## config.mk

```make
export PLATFORM = sky130hd
export DESIGN_NAME = lin_frame_tx
export DESIGN_NICKNAME = d
export VERILOG_FILES = /design/src/rtl/lin_pkg.sv /design/src/rtl/lin_bit_timer.sv /design/src/rtl/lin_frame_tx.sv
export SDC_FILE = /design/constraint.sdc
export NUM_CORES = 1
export LEC_CHECK = 0
export CAP_MARGIN = 15
export CORE_ASPECT_RATIO = 1.2
export CORE_MARGIN = 4
export CORE_UTILIZATION = 50
export CTS_BUF_LIST = sky130_fd_sc_hd__clkbuf_8
export DETAILED_ROUTE_END_ITERATION = 16
export GPL_TIMING_DRIVEN = 0
export PLACE_DENSITY = 0.82
export SKIP_CTS_REPAIR_TIMING = 1
export SYNTH_ARGS = -nofsm -noshare
export SYNTH_HDL_FRONTEND = slang
export SYNTH_SLANG_ARGS = --single-unit
```

## constraint.sdc

```tcl
create_clock -name sys_clk -period 4.5 [get_ports sys_clk]
set_clock_uncertainty 0.15 [all_clocks]
set_input_delay 1.35 -clock sys_clk [delete_from_list [all_inputs] [get_ports sys_clk]]
set_output_delay 1.35 -clock sys_clk [all_outputs]
set_load 0.05 [all_outputs]
```

## src/rtl/lin_pkg.sv

```systemverilog
// rtl/lin_pkg.sv - shared types and helpers for the LIN frame transmitter
package lin_pkg;

  typedef enum logic [2:0] {
    ST_IDLE,
    ST_BREAK,
    ST_DELIM,
    ST_SYNC,
    ST_PID,
    ST_DATA,
    ST_CHK
  } lin_state_e;

  localparam logic [7:0] SYNC_BYTE = 8'h55;

  function automatic logic [7:0] pid_parity(input logic [5:0] id);
    logic p0;
    logic p1;
    p0 = id[0] ^ id[1] ^ id[2] ^ id[4];
    p1 = ~(id[1] ^ id[3] ^ id[4] ^ id[5]);
    return {p1, p0, id};
  endfunction

  // Add with the carry out of bit 7 folded back into bit 0; result always has bit 8 clear.
  function automatic logic [8:0] chk_add(input logic [8:0] acc, input logic [7:0] b);
    logic [8:0] s;
    s = acc + {1'b0, b};
    return {1'b0, s[7:0] + {7'd0, s[8]}};
  endfunction

endpackage

```

## src/rtl/lin_bit_timer.sv

```systemverilog
// rtl/lin_bit_timer.sv - bit-period divider emitting a one-cycle bit_tick
module lin_bit_timer #(
  parameter int CLKS_PER_BIT = 16
) (
  input  logic sys_clk,
  input  logic rstn,
  input  logic restart,
  input  logic run,
  output logic bit_tick
);

  localparam int DW = $clog2(CLKS_PER_BIT);

  logic [DW-1:0] div;

  assign bit_tick = run && (div == DW'(CLKS_PER_BIT - 1));

  always_ff @(posedge sys_clk or negedge rstn) begin
    if (!rstn)                   div <= '0;
    else if (restart || bit_tick) div <= '0;
    else if (run)                div <= div + 1'b1;
  end

endmodule

```

## src/rtl/lin_frame_tx.sv

```systemverilog
// rtl/lin_frame_tx.sv - LIN frame serialiser: break, delimiter, sync, PID, data, checksum
module lin_frame_tx
  import lin_pkg::*;
#(
  parameter int CLKS_PER_BIT = 16,
  parameter int MAX_BYTES    = 8,
  parameter int BREAK_BITS   = 13
) (
  input  logic                   sys_clk,
  input  logic                   rstn,
  input  logic                   start,
  input  logic [5:0]             pid,
  input  logic [8*MAX_BYTES-1:0] data,
  input  logic [3:0]             len,
  input  logic                   enh_chk,
  output logic                   sdo,
  output logic                   busy,
  output logic                   done,
  output logic [7:0]             pid_prot,
  output logic [7:0]             chk
);

  localparam int BCW = $clog2(MAX_BYTES + 1);
  localparam int CW  = $clog2(BREAK_BITS + 1);

  lin_state_e             state, state_nxt;
  logic [CW-1:0]          bit_cnt;
  logic [BCW-1:0]         byte_cnt;
  logic [8*MAX_BYTES-1:0] data_sh;
  logic [3:0]             len_q;
  logic [8:0]             acc;
  logic [8:0]             acc_nxt;
  logic [7:0]             tx_byte;
  logic                   accept, bit_tick, char_end, last_byte, field_end;

  assign accept    = (state == ST_IDLE) && start;
  assign char_end  = bit_tick && (bit_cnt == CW'(9));
  assign last_byte = (4'(byte_cnt) == len_q - 4'd1);
  assign acc_nxt   = chk_add(acc, data_sh[7:0]);
  assign field_end = (state_nxt != state) || ((state == ST_DATA) && char_end);

  lin_bit_timer #(.CLKS_PER_BIT(CLKS_PER_BIT)) u_timer (
    .sys_clk  (sys_clk),
    .rstn     (rstn),
    .restart  (accept),
    .run      (busy),
    .bit_tick (bit_tick)
  );

  always_ff @(posedge sys_clk or negedge rstn) begin
    if (!rstn) state <= ST_IDLE;
    else       state <= state_nxt;
  end

  always_comb begin
    state_nxt = state;
    case (state)
      ST_IDLE:  if (start) state_nxt = ST_BREAK;
      ST_BREAK: if (bit_tick && bit_cnt == CW'(BREAK_BITS - 1)) state_nxt = ST_DELIM;
      ST_DELIM: if (bit_tick) state_nxt = ST_SYNC;
      ST_SYNC:  if (char_end) state_nxt = ST_PID;
      ST_PID:   if (char_end) state_nxt = (len_q == 4'd0) ? ST_IDLE : ST_DATA;
      ST_DATA:  if (char_end && last_byte) state_nxt = ST_CHK;
      ST_CHK:   if (char_end) state_nxt = ST_IDLE;
      default:  state_nxt = ST_IDLE;
    endcase
  end

  always_comb begin
    busy    = (state != ST_IDLE);
    tx_byte = 8'h00;
    case (state)
      ST_SYNC: tx_byte = SYNC_BYTE;
      ST_PID:  tx_byte = pid_prot;
      ST_DATA: tx_byte = data_sh[7:0];
      ST_CHK:  tx_byte = chk;
      default: tx_byte = 8'h00;
    endcase
    case (state)
      ST_IDLE:  sdo = 1'b1;
      ST_BREAK: sdo = 1'b0;
      ST_DELIM: sdo = 1'b1;
      default: begin
        if (bit_cnt == CW'(0))      sdo = 1'b0;
        else if (bit_cnt == CW'(9)) sdo = 1'b1;
        else                        sdo = tx_byte[3'(bit_cnt - CW'(1))];
      end
    endcase
  end

  // Data bytes shift down so the byte on the line is always data_sh[7:0].
  always_ff @(posedge sys_clk or negedge rstn) begin
    if (!rstn) begin
      done     <= 1'b0;
      pid_prot <= 8'h00;
      chk      <= 8'h00;
      data_sh  <= '0;
      len_q    <= 4'd0;
      acc      <= 9'd0;
      bit_cnt  <= '0;
      byte_cnt <= '0;
    end else begin
      done <= (state != ST_IDLE) && (state_nxt == ST_IDLE);
      if (accept) begin
        pid_prot <= pid_parity(pid);
        data_sh  <= data;
        len_q    <= (len > 4'(MAX_BYTES)) ? 4'(MAX_BYTES) : len;
        acc      <= enh_chk ? {1'b0, pid_parity(pid)} : 9'd0;
        bit_cnt  <= '0;
        byte_cnt <= '0;
      end else if (bit_tick) begin
        bit_cnt <= field_end ? '0 : bit_cnt + 1'b1;
        if (state == ST_DATA && char_end) begin
          acc      <= acc_nxt;
          data_sh  <= data_sh >> 8;
          byte_cnt <= byte_cnt + 1'b1;
          if (last_byte) chk <= ~acc_nxt[7:0];
        end
      end
    end
  end

endmodule

```

==> results.sh, run 1 <==
export IMPL_status="finished, final reports clean"
export IMPL_ff2ff_setup_slack_ns=1.21
export IMPL_pin_count=97
export IMPL_mostFrequentLayoutCells="177 x nand2_1, 107 x dfrtp_1, 94 x clkdlybuf4s50_1"
export IMPL_path_max_fanout=8
export IMPL_grt_use_total_pct=24.5
export IMPL_slew_violations=0
export IMPL_die_area_um2=13600
export IMPL_gp_congestion=0.916
export IMPL_crit_path_end_kind="output port"
export IMPL_min_path_type="flip-flop to flip-flop"
export IMPL_via_per_inst=5.80
export IMPL_grt_overflow_total=0
export IMPL_dp_cells=940
export IMPL_cts_root_buffer="clkbuf_8"
export IMPL_path_class="flip-flop to output port"
export IMPL_setup_viol=0
export IMPL_synth_cell_types=67
export IMPL_synthToLayoutAreaGrowth_pct=24.3
export IMPL_power_total_mw=1.77
export IMPL_hold_depth=2
export IMPL_dp_hpwl_um=12400
export IMPL_async_flop_share_pct=100
export IMPL_numCtsBuffers=9
export IMPL_max_slew_margin_rel_pct=63.2
export IMPL_start_util_pct=51.1
export IMPL_ys_ff_latch=108
export IMPL_crit_chain="inv_1 > ha_1 > xor2_4 > mux4_2 > a2111oi_1 > a311o_1 > a21oi_2 > clkbuf_2"
export IMPL_power_density_nw_per_um2=242
export IMPL_critical_path_top_delay_family="compound AO/OA/AOI/OAI gates"
export IMPL_peakVddDrop_mv=0.168
export IMPL_die_x_um=107
export IMPL_netlist_area_um2=5880
export IMPL_min_to="data_sh[63]"
export IMPL_grt_max_degree=73
export IMPL_antenna_found_initial=0
export IMPL_clkLatencyLatePin_ns=0.38
export IMPL_fin_crit_ns=4.32
export IMPL_cts_buffer_depth=2
export IMPL_r2r_end="acc[4]"
export IMPL_setup_ws_ns=0.179
export IMPL_cp_start_kind="flip-flop"
export IMPL_firstDrtPassIters=5
export IMPL_arrival_ns=2.82
export IMPL_final_common_cell="nand2_1"
export IMPL_core_area_um2=11500
export IMPL_critPathRequiredTime_ns=3.00
export IMPL_cp_num_buf_inv=2
export IMPL_first_iter_violations=479
export IMPL_synth_warnings=0
export IMPL_hp_start="data_sh[63]"
export IMPL_r2r_cells=13
export IMPL_fmax_mhz=231
export IMPL_clkSlewWorstSetupHoldPaths_ns=0.11
export IMPL_io_buffers=96
export IMPL_ys_flop_type="dfrtp_1"
export IMPL_tightest_slew_ns=0.551
export IMPL_cts_tree="yes"
export IMPL_fin_crit_sh_pct=96.0
export IMPL_grt_pass1_wl_um=26500
export IMPL_finalHoldViolations=0
export IMPL_syn_area_per_cell_um2=8.57
export IMPL_drive_gt1_share_pct=6.63
export IMPL_synth_cells=686
export IMPL_dpl_worst_slack_ns=0.0112
export IMPL_dieHeight_um=127
export IMPL_reg2reg_from="data_sh[0]"
export IMPL_grt_pass1_vias=5497
export IMPL_fin_nets=890
export IMPL_syn_num_nets=782
export IMPL_synth_seq_area_share_pct=45.9
export IMPL_max_cap_violations=0
export IMPL_instances_no_fill=956
export IMPL_finalWirelength_um=16200
export IMPL_num_rows=43
export IMPL_n_antenna_cell=0
export IMPL_drtAntennaViolNets=0
export IMPL_h_tree_depth=3
export IMPL_synth_edff_count=0
export IMPL_wl_per_cell_um=17.0
export IMPL_rsz0062_at_grt="false"
export IMPL_vias=5549
export IMPL_crit_path_max_incr_delay_ns=0.48
export IMPL_drc_errors=0
export IMPL_slowest_stage="dfrtp_2"
export IMPL_cts_sink_count=108
export IMPL_p_leak_nw=3.17
## cell usage after synthesis (7+ instances only)
| cell | n | area, µm² |
|---|---|---|
| nand2_1 | 177 | 664 |
| dfrtp_1 | 108 | 2700 |
| nor2_1 | 82 | 308 |
| a31oi_1 | 61 | 382 |
| clkbuf_1 | 26 | 97.6 |
| o21ai_0 | 23 | 115 |
| a21oi_1 | 21 | 105 |
| nand3_1 | 19 | 95.1 |
| ha_1 | 17 | 213 |
| inv_1 | 12 | 45.0 |
| nor3_1 | 11 | 55.1 |
| xnor2_1 | 11 | 96.3 |
| buf_2 | 8 | 40.0 |
| mux2i_1 | 8 | 80.1 |
| and3_1 | 7 | 43.8 |
| nand3b_1 | 7 | 52.6 |
| xor2_1 | 7 | 61.3 |
## power by group
part | internal, mW | switching, mW
Clock | 0.358 | 0.338
Combinational | 0.0649 | 0.0365
Sequential | 0.970 | 0
## logic make-up after synthesis
family / synth area share [%]
XOR/XNOR: 3.34
buffers and inverters: 4.06
AO/OA/AOI/OAI: 14.5
flip-flops: 45.9
AND/OR/NAND/NOR: 24.9
multiplexers: 3.28
adder cells (fa/ha/maj): 3.96
## final cells by class
class / instances / area, µm²
Buffer: 41 / 186
Clock buffer: 12 / 165
Clock inverter: 4 / 71.3
Fill cell: 997 / 4200
Inverter: 14 / 52.6
Multi-Input combinational cell: 523 / 2950
Sequential cell: 108 / 2700
Tap cell: 157 / 196
Timing Repair Buffer: 97 / 981
## worst reg2reg max path: cells and delay by family, from the launching register on
| family | cells | cell delay (ns) |
|---|---|---|
| adders and majority gates | 4 | 1.11 |
| AOI/OAI and AO/OA | 6 | 1.08 |
| DFF | 1 | 0.43 |
| xor gates and xnor gates | 1 | 0.29 |
| and+or+nand+nor | 2 | 0.14 |
## worst max-delay path by stage
stage | depth (start not counted) | slack, ns | endpoint | start
after floorplan | 6 | 0.60 | sdo | bit_cnt[0]
after global placement | 1 | -2.02 | data_sh[35] | rstn
after detailed placement | 7 | 0.01 | sdo | bit_cnt[0]
after CTS | 7 | -0.43 | sdo | bit_cnt[0]
after global routing | 8 | 0.06 | sdo | bit_cnt[0]
final | 8 | 0.18 | sdo | bit_cnt[0]
## per-stage QoR
stage | cell area (µm²) | setup TNS, ns | hold WS [ns] | utilization [%]
3_3_place_gp | 7040 | -217.05 | 0.334 | 61.1
5_1_grt | 7310 | 0 | 0.399 | 63.5
3_5_place_dp | 7060 | 0 | 0.334 | 61.4
4_1_cts | 7300 | -0.429 | 0.356 | 63.4
6_report | 7310 | 0 | 0.364 | 63.5
2_1_floorplan | 5880 | 0 | 0.314 | -
## state kept, by name, summed over array words and instances (netlist names)
register	cells
data_sh	64
acc	8
chk	8
pid_prot	8
bit_cnt	4
byte_cnt	4
len_q	4
u_timer.div	4
state	3
done	1
## routing by layer
metal | track usage (%) | vias to the layer above | wire length [µm]
met3 | 4.68 | 42 | 1110
met5 | 0 | - | 0
li1 | - | 2587 | -
met1 | 31.1 | 2686 | 6550
met2 | 41.0 | 234 | 8100
met4 | 10.4 | 0 | 485
Note: power is estimated with default switching activity, not from simulation.
==> inputs of run 2 (changes only) <==
--- a/config.mk
+++ b/config.mk
@@ -11,6 +11,7 @@
 export CORE_UTILIZATION = 50
 export CTS_BUF_LIST = sky130_fd_sc_hd__clkbuf_8
 export DETAILED_ROUTE_END_ITERATION = 16
+export GPL_ROUTABILITY_DRIVEN = 1
 export GPL_TIMING_DRIVEN = 0
 export PLACE_DENSITY = 0.82
 export SKIP_CTS_REPAIR_TIMING = 1
==> results of run 2 <==
Same layout as run 1: the final DEF is identical, and so are final timing and power.
